`config.mk`:
```
export PLATFORM = sky130hd
export DESIGN_NAME = outel_irq_ctrl_flat
export DESIGN_NICKNAME = d
export VERILOG_FILES = /design/src/rtl/outel_irq_pkg.sv /design/src/rtl/outel_irq_if.sv /design/src/rtl/outel_sync2.sv /design/src/rtl/outel_irq_ctrl.sv /design/src/flat_wrapper.sv
export SDC_FILE = /design/constraint.sdc
export NUM_CORES = 1
export LEC_CHECK = 0
export ABC_AREA = 1
export CORE_ASPECT_RATIO = 0.5
export CORE_MARGIN = 8
export CORE_UTILIZATION = 47
export DETAILED_ROUTE_END_ITERATION = 8
export GPL_ROUTABILITY_DRIVEN = 0
export PLACE_DENSITY = 0.76
export SLEW_MARGIN = 0
export SYNTH_ARGS = -nofsm -noshare
export SYNTH_HDL_FRONTEND = slang
export SYNTH_SLANG_ARGS = --single-unit
```
`constraint.sdc`:
```
create_clock -name clk -period 1.8 [get_ports clk]
set_clock_uncertainty 0.2 [all_clocks]
set_input_delay 0.36 -clock clk [delete_from_list [all_inputs] [get_ports clk]]
set_output_delay 0.36 -clock clk [all_outputs]
set_load 0.005 [all_outputs]
```
`src/rtl/outel_irq_pkg.sv`:
```
`default_nettype none
// ============================================================================
// Module   : outel_irq_pkg
// Purpose  : Register offsets, NMI FSM state encoding and priority helper
//            shared by the outel interrupt controller.
// Revision : 1.0 - initial release
// ============================================================================
package outel_irq_pkg;

    localparam logic [1:0] c_OFF_PEND = 2'd0;
    localparam logic [1:0] c_OFF_MASK = 2'd1;
    localparam logic [1:0] c_OFF_MODE = 2'd2;
    localparam logic [1:0] c_OFF_ID   = 2'd3;

    typedef enum logic [1:0] {
        ST_IDLE  = 2'd0,
        ST_PULSE = 2'd1,
        ST_HOLD  = 2'd2
    } nmi_state_t;

    // Index of the lowest set bit; bit 0 carries the highest priority.
    function automatic logic [2:0] lowest_idx(input logic [7:0] v);
        logic [2:0] idx;
        idx = 3'd0;
        for (int i = 7; i >= 0; i--) begin
            if (v[i]) idx = 3'(i);
        end
        return idx;
    endfunction

endpackage
`default_nettype wire

```
`src/rtl/outel_irq_if.sv`:
```
`default_nettype none
// ============================================================================
// Module   : outel_irq_bus_if
// Purpose  : CPU register-bus bundle between the processor and the
//            interrupt controller register window.
// Revision : 1.0 - initial release
// ============================================================================
interface outel_irq_bus_if;
    logic        bus_strobe;
    logic [15:0] address_bus;
    logic        read_not_write;
    logic [7:0]  data_in;
    logic [7:0]  data_out;
    logic        data_out_valid;

    modport master (
        output bus_strobe, address_bus, read_not_write, data_in,
        input  data_out, data_out_valid
    );

    modport slave (
        input  bus_strobe, address_bus, read_not_write, data_in,
        output data_out, data_out_valid
    );
endinterface
`default_nettype wire

```
`src/rtl/outel_sync2.sv`:
```
`default_nettype none
// ============================================================================
// Module   : outel_sync2
// Purpose  : Two-flop synchronizer for asynchronous request lines.
// Revision : 1.0 - initial release
// ============================================================================
module outel_sync2 #(
    parameter int WIDTH = 1
) (
    input  wire logic             clk,
    input  wire logic             nrst,
    input  wire logic [WIDTH-1:0] i_d,
    output logic      [WIDTH-1:0] o_q
);
    logic [WIDTH-1:0] r_meta;
    logic [WIDTH-1:0] r_sync;

    always_ff @(posedge clk) begin
        if (!nrst) begin
            r_meta <= '0;
            r_sync <= '0;
        end else begin
            r_meta <= i_d;
            r_sync <= r_meta;
        end
    end

    assign o_q = r_sync;
endmodule
`default_nettype wire

```
`src/rtl/outel_irq_ctrl.sv`:
```
`default_nettype none
// ============================================================================
// Module   : outel_irq_ctrl
// Purpose  : 8-source maskable IRQ controller with edge/level modes and a
//            fixed-length NMI pulse generator. Define OUTEL_IRQ_SYNC_EN to
//            put 2-flop synchronizers on irq_src/nmi_src.
// Revision : 1.0 - initial release
// ============================================================================
module outel_irq_ctrl
    import outel_irq_pkg::*;
#(
    parameter logic [15:0] BASE_ADDR = 16'hFE00,
    parameter int          NMI_PULSE = 4
) (
    input  wire logic       clk,
    input  wire logic       nrst,
    outel_irq_bus_if.slave  bus,
    input  wire logic [7:0] irq_src,
    input  wire logic       nmi_src,
    output logic            interrupt_request,
    output logic            non_maskable_interrupt
);
    localparam logic [3:0] c_PULSE_LEN = 4'(NMI_PULSE);

    logic [7:0]  w_irq_in;
    logic        w_nmi_in;

`ifdef OUTEL_IRQ_SYNC_EN
    outel_sync2 #(.WIDTH(9)) u_sync (
        .clk  (clk),
        .nrst (nrst),
        .i_d  ({nmi_src, irq_src}),
        .o_q  ({w_nmi_in, w_irq_in})
    );
`else
    assign w_irq_in = irq_src;
    assign w_nmi_in = nmi_src;
`endif

    logic [7:0]  r_src, r_src_prev, r_pend, r_mask, r_mode;
    logic        r_nmi_s, r_nmi_prev, r_irq_n, r_nmi_n;
    logic [3:0]  r_cnt, w_cnt_next;
    nmi_state_t  r_state, w_state_next;

    logic [15:0] w_off;
    logic        w_hit, w_wr, w_none;
    logic [1:0]  w_sel;
    logic [7:0]  w_clr, w_rise, w_en_pend, w_pend_next, w_id;

    // Offset subtraction keeps the decode correct for unaligned bases.
    assign w_off     = bus.address_bus - BASE_ADDR;
    assign w_hit     = (w_off < 16'd4);
    assign w_sel     = w_off[1:0];
    assign w_wr      = bus.bus_strobe & ~bus.read_not_write & w_hit;
    assign w_clr     = (w_wr && w_sel == c_OFF_PEND) ? bus.data_in : 8'h00;
    assign w_rise    = r_src & ~r_src_prev;
    assign w_en_pend = r_pend & r_mask;
    assign w_none    = ~|w_en_pend;
    assign w_id      = {w_none, 4'b0000, lowest_idx(w_en_pend)};

    // Level bits mirror the source; edge bits let a new edge beat W1C.
    assign w_pend_next = (r_mode & r_src) | (~r_mode & ((r_pend & ~w_clr) | w_rise));

    always_ff @(posedge clk) begin
        if (!nrst) begin
            r_src      <= 8'h00;
            r_src_prev <= 8'h00;
            r_pend     <= 8'h00;
            r_mask     <= 8'h00;
            r_mode     <= 8'h00;
            r_irq_n    <= 1'b1;
            r_nmi_s    <= 1'b0;
            r_nmi_prev <= 1'b0;
        end else begin
            r_src      <= w_irq_in;
            r_src_prev <= r_src;
            r_pend     <= w_pend_next;
            r_irq_n    <= w_none;
            r_nmi_s    <= w_nmi_in;
            r_nmi_prev <= r_nmi_s;
            if (w_wr && w_sel == c_OFF_MASK) r_mask <= bus.data_in;
            if (w_wr && w_sel == c_OFF_MODE) r_mode <= bus.data_in;
        end
    end

    always_ff @(posedge clk) begin
        if (!nrst) begin
            r_state <= ST_IDLE;
            r_cnt   <= 4'd0;
            r_nmi_n <= 1'b1;
        end else begin
            r_state <= w_state_next;
            r_cnt   <= w_cnt_next;
            r_nmi_n <= (w_state_next != ST_PULSE);
        end
    end

    always_comb begin
        w_state_next = r_state;
        w_cnt_next   = r_cnt;
        case (r_state)
            ST_IDLE: begin
                if (r_nmi_s && !r_nmi_prev) begin
                    w_state_next = ST_PULSE;
                    w_cnt_next   = c_PULSE_LEN;
                end
            end
            ST_PULSE: begin
                if (r_cnt <= 4'd1) begin
                    w_state_next = ST_HOLD;
                    w_cnt_next   = 4'd0;
                end else begin
                    w_cnt_next = r_cnt - 4'd1;
                end
            end
            ST_HOLD: begin
                if (!r_nmi_s) w_state_next = ST_IDLE;
            end
            default: begin
                w_state_next = ST_IDLE;
                w_cnt_next   = 4'd0;
            end
        endcase
    end

    always_comb begin
        bus.data_out       = 8'h00;
        bus.data_out_valid = bus.read_not_write & w_hit;
        if (bus.data_out_valid) begin
            case (w_sel)
                c_OFF_PEND: bus.data_out = r_pend;
                c_OFF_MASK: bus.data_out = r_mask;
                c_OFF_MODE: bus.data_out = r_mode;
                default:    bus.data_out = w_id;
            endcase
        end
    end

    assign interrupt_request      = r_irq_n;
    assign non_maskable_interrupt = r_nmi_n;
endmodule
`default_nettype wire

```
`src/flat_wrapper.sv`:
```
// flat-port wrapper written by rule: the top's interface ports become plain ports
module outel_irq_ctrl_flat import outel_irq_pkg::*;
#(
    parameter logic [15:0] BASE_ADDR = 16'hFE00,
    parameter int          NMI_PULSE = 4
)
  (clk, nrst, irq_src, nmi_src, interrupt_request, non_maskable_interrupt, bus_bus_strobe, bus_address_bus, bus_read_not_write, bus_data_in, bus_data_out, bus_data_out_valid);
  outel_irq_bus_if bus_i ();
  input  wire logic clk;
  input  wire logic nrst;
  input  wire logic [7:0] irq_src;
  input  wire logic nmi_src;
  output logic interrupt_request;
  output logic non_maskable_interrupt;
  input wire logic [$bits(bus_i.bus_strobe)-1:0] bus_bus_strobe;
  input wire logic [$bits(bus_i.address_bus)-1:0] bus_address_bus;
  input wire logic [$bits(bus_i.read_not_write)-1:0] bus_read_not_write;
  input wire logic [$bits(bus_i.data_in)-1:0] bus_data_in;
  output wire logic [$bits(bus_i.data_out)-1:0] bus_data_out;
  output wire logic [$bits(bus_i.data_out_valid)-1:0] bus_data_out_valid;
  assign bus_i.bus_strobe = bus_bus_strobe;
  assign bus_i.address_bus = bus_address_bus;
  assign bus_i.read_not_write = bus_read_not_write;
  assign bus_i.data_in = bus_data_in;
  assign bus_data_out = bus_i.data_out;
  assign bus_data_out_valid = bus_i.data_out_valid;
  outel_irq_ctrl #(.BASE_ADDR(BASE_ADDR), .NMI_PULSE(NMI_PULSE)) u_core (.clk(clk), .nrst(nrst), .bus(bus_i), .irq_src(irq_src), .nmi_src(nmi_src), .interrupt_request(interrupt_request), .non_maskable_interrupt(non_maskable_interrupt));
endmodule
```
* Word level (Yosys, flattened, before mapping)
Index checks and enable logic that the tools add are counted.
** Word-level totals
- Register bits :: 50
- Input port bits :: 37
- Output and inout port bits :: 11
- Word-level logic and storage cells :: 64
** Cells by class
- $add $sub $neg :: 2
- $lt $le $gt $ge :: 2
- Equality and inequality tests :: 6
- Mux-type cells :: 18
- Bitwise gates (word level) :: 15
- Reduce and logical (&&, ||, !) cells :: 10
** Operator list (count)
- $and A8 B8 Y8 :: 5
- $mux W3 :: 8
- $not A8 Y8 :: 3
- $pmux W8 S3 :: 1
- $lt A16 B3 Y1 const B :: 1
- $mux W8 :: 2
- $or A8 B8 Y8 :: 2
- $sub A16 B16 Y16 const B :: 1
- $pmux W4 S3 :: 1
- $mux W4 :: 2
- $reduce_or A8 Y1 :: 1
- $mux W2 :: 3
- $pmux W2 S3 :: 1
- $eq A2 B1 Y1 const B :: 2
- $eq A2 B2 Y1 const B :: 2
- $le A4 B1 Y1 const B :: 1
- $logic_and A1 B1 Y1 :: 4
- $logic_not A2 Y1 :: 2
- $ne A2 B1 Y1 const B :: 2
- $sub A4 B1 Y4 const B :: 1
- $and A1 B1 Y1 :: 3
- $logic_not A1 Y1 :: 2
- $not A1 Y1 :: 2
- $reduce_and A2 Y1 :: 1

* Depth between registers and ports, before layout
- Word-level depth :: 11
- Gate-level depth with buffers :: 12
- Mapped depth without buffers :: 11

* Worst setup path before layout
OpenSTA, ideal clock, no wires.
- Path type :: input to output
- Start :: in bus_address_bus[9]
- End :: out bus_data_out[2]
- Data arrival time :: 1492 ps
- Required time :: 1240 ps
- Path slack :: -252 ps
- Cell stages on the path :: 8
- Buffers on the path :: 0
- Cell sequence :: ha_1 -> nor2_1 -> nand3_1 -> nor2_1 -> nand3_1 -> nor2_4 -> nand2_4 -> nor3b_2
** Between the ends
- Word-level cells in the longest chain between the ends :: 4
** Ends and longest elaborated chain
- from (decl) :: RTL line flat_wrapper.sv:16 : input wire logic [$bits(bus_i.address_bus)-1:0] bus_address_bus;
- $sub A16 B16 Y16 :: RTL line outel_irq_ctrl.sv:51 : assign w_off = bus.address_bus - BASE_ADDR;
- $lt A16 B3 Y1 :: RTL line outel_irq_ctrl.sv:52 : assign w_hit = (w_off < 16'd4);
- $and A1 B1 Y1 :: RTL line outel_irq_ctrl.sv:128 : bus.data_out_valid = bus.read_not_write & w_hit;
- $mux W8 :: RTL line outel_irq_ctrl.sv:129 : if (bus.data_out_valid) begin
- to (decl) :: RTL line flat_wrapper.sv:19 : output wire logic [$bits(bus_i.data_out)-1:0] bus_data_out;
No other way between the ends.

* Worst setup path after layout
Ends and elaborated chain as after synthesis.

==> flow_metrics.env <==
export IMPL_clk_latency_ns=0.31
export IMPL_die_h_um=68.0
export IMPL_drive_above_1_share_pct=28.3
export IMPL_start_util_pct=47.6
export IMPL_viasPerCell=4.79
export IMPL_core_region_area_mm2=0.00535
export IMPL_grt_overflow=0
export IMPL_netlist_top_cells_area="dfxtp_1 39%, nand2_1 20%, inv_1 9.6%, nor2_1 8.1%, nand4_1 2.7%"
export IMPL_fin_cells=572
export IMPL_synth_cell_type_count=32
export IMPL_worst_setup_path_end_kind="output pin"
export IMPL_ioPinCount=48
export IMPL_p_per_area_mw_per_mm2=621
export IMPL_synth_async_reset_ratio_pct=0
export IMPL_routedWlPerCell_um=13.0
export IMPL_grt_max_degree=28
export IMPL_placed_cells=550
export IMPL_grt_pass1_wl_mm=12.2
export IMPL_diodes=0
export IMPL_period_needed_ns=2.26
export IMPL_p_seq_share_pct=50.0
export IMPL_area_growth_synth_to_final_pct=47.7
export IMPL_syn_area_mm2=0.00254
export IMPL_core_rowCount=19
export IMPL_cts_clk_slew_worst_paths_ns=0.09
export IMPL_fp_dieW_um=120
export IMPL_post_route_period_util_pct=126
export IMPL_ys_flop_type="dfxtp_1"
export IMPL_fin_util_pct=70.3
export IMPL_setup_tns_final_ns=-3.60
export IMPL_drt_antenna_violating_nets=0
export IMPL_netlist_instances=393
export IMPL_slowest_stage="ha_4"
export IMPL_netSwitchingPower_mw=0.592
export IMPL_ir_drop_uv=515
export IMPL_intPower_mw=1.74
export IMPL_synth_area_per_cell_um2=6.48
export IMPL_finalHoldViolations=0
export IMPL_antenna_found_initial=0
export IMPL_cts_made_buffers=5
export IMPL_dp_hpwl_mm=4.89
export IMPL_status="finished with violations"
export IMPL_cts_tree="yes"
export IMPL_grt_pass1_vias=2580
export IMPL_synth_edff_count=0
export IMPL_critPathRequiredTime_ns=1.24
export IMPL_synthTopCellsByCount="136 x nand2_1, 65 x inv_1, 55 x nor2_1"
export IMPL_ys_warn_count=0
export IMPL_setup_slack_ns=-0.464
export IMPL_clockRootBuffer="clkbuf_8"
export IMPL_ctsHtreeMaxLevel=2
export IMPL_pwr_share_comb_pct=16.3
export IMPL_drtIter0Drc=173
export IMPL_layout_nets=539
export IMPL_dieArea_mm2=0.00817
export IMPL_path_class="input port to output pin"
export IMPL_drv_slew=0
export IMPL_synth_ff_latch_count=50
export IMPL_drc=0
export IMPL_worst_pin_slew_ns=0.479
export IMPL_cts_max_path_buffers=2
export IMPL_clockPowerShare_pct=33.8
export IMPL_synth_fp_nets=433
export IMPL_cp_top_family="simple AND/OR/NAND/NOR gates"
export IMPL_vias=2742
export IMPL_num_fill_cells=436
export IMPL_slew_headroom_pct=68.0
export IMPL_grt_usage_pct=18.8
export IMPL_max_cap_viol_count=0
export IMPL_seq_area_frac_synth_pct=39.3
export IMPL_hold_path_class="flop to flop"
export IMPL_static_leakage_power_nw=1.93
export IMPL_clock_sinks=50
export IMPL_cp_arrival_ns=1.70
export IMPL_worst_setup_path_start_kind="input port"
export IMPL_synth_top_cell_by_area="dfxtp_1"
export IMPL_cp_max_fo=5
export IMPL_crit_chain="buf_8, ha_4, nor2_4, nand3_2, nor2_2, nand3_2, nor2_4, nand2_4, buf_6, nor3b_2, buf_2"
export IMPL_setup_viol=11
export IMPL_p_total_mw=2.33
export IMPL_io_buffers=47
export IMPL_final_cell_area_mm2=0.00376
export IMPL_synth_most_common_cell="nand2_1"
export IMPL_failed_checks="setup timing"
export IMPL_p_sw_share_pct=25.4
export IMPL_firstDrtPassIters=4
export IMPL_max_stage_delay_ns=0.23
export IMPL_fmax_ghz=0.442
export IMPL_finalWirelength_mm=7.42
export IMPL_place_area_mm2=0.00343
export IMPL_path_buf_inv=3
export IMPL_rsz0062_at_grt="true"
export IMPL_synth_top_area_share_pct=39.3
[layer usage]
layer	vias to the layer above	GRT usage (%)	share of wire (%)
met5	-	0	0
met4	0	6.78	1.9
met3	14	3.70	6.2
met2	81	33.9	48
met1	1225	22.5	44
li1	1422	-	-
[cell type report]
cell class              count  area [µm²]  area share (%)
clock buffers               5        68.8            1.83
clock inverters             2        38.8            1.03
inverters                  67         253            6.72
multi-input cells         270        1430            38.0
flip-flops and latches     50        1000            26.7
well taps                  73        91.3            2.43
repair buffers            105         876            23.3
[tightest hold or removal path: cells and delay by family (launching register included)]
kind	cells	cell delay [ns]
AND/OR/NAND/NOR	1	0.04
flip-flops	1	0.31
buffers and inverters	1	0.04
[logic make-up after synthesis]
group           share of synthesized area [%]
fa+ha+maj                                1.48
compound gates                           6.74
simple gates                             40.4
buf+inv                                  11.7
flops                                    39.3
xor+xnor                                0.344
[stage by stage]
step	hold WS (ns)	setup slack, ns
detailed placement	0.220	-1.28
floorplan	0.204	-0.189
finish	0.230	-0.464
global route	0.246	-0.588
CTS	0.232	-0.467
global placement	0.217	-1.23
[state kept, by name, summed over array words and instances (netlist names)]
signal,cells
u_core.r_state,2
u_core.non_maskable_interrupt,1
u_core.r_mode,8
u_core.r_src_prev,8
u_core.r_nmi_prev,1
u_core.r_mask,8
u_core.r_cnt,4
u_core.r_nmi_s,1
u_core.r_src,8
u_core.interrupt_request,1
u_core.r_pend,8
[placed cells by master, fill, tap and decap left out, types with 8 or more instances in the layout]
cell	instances
nand4_1	11
nand2_2	13
nand3_1	9
buf_4	51
o21ai_0	8
buf_2	12
nand2_1	124
dfxtp_1	48
buf_6	8
nor2_2	15
clkdlybuf4s50_1	22
inv_1	61
nor2_1	40
[power by group through the flow]
stage | logic, mW | clock network, mW | registers [mW]
6_report | 0.379 | 0.788 | 1.17
5_1_grt | 0.415 | 0.838 | 1.17
4_1_cts | 0.362 | 0.792 | 1.17
3_5_place_dp | 0.342 | 0 | 1.19
3_3_place_gp | 0.338 | 0 | 1.19
2_1_floorplan | 0.148 | 0 | 1.19
[worst paths after layout]
| path | cells past startpoint | slack, ns | from | end |
|---|---|---|---|---|
| max | 11 | -0.46 | bus_address_bus[9] | bus_data_out[2] |
| min | 2 | 0.23 | u_core.r_src[6] | u_core.r_src_prev[6] |
| max reg2reg | 8 | 0.09 | u_core.r_cnt[1] | u_core.r_cnt[1] |
| min reg2reg | 2 | 0.23 | u_core.r_src[6] | u_core.r_src_prev[6] |
[repair_timing]
| item | CTS | global route |
|---|---|---|
| gates resized for setup | 98 | 31 |
| hold buffers | 0 | 0 |
| cloned | 2 | 0 |
| endpoints found under the setup margin | 34 | 34 |
| endpoints found under the hold margin | 0 | 0 |
| pin swaps | 26 | 17 |
| buffers inserted | 13 | 5 |
Note: power is estimated with default switching activity, not from simulation.
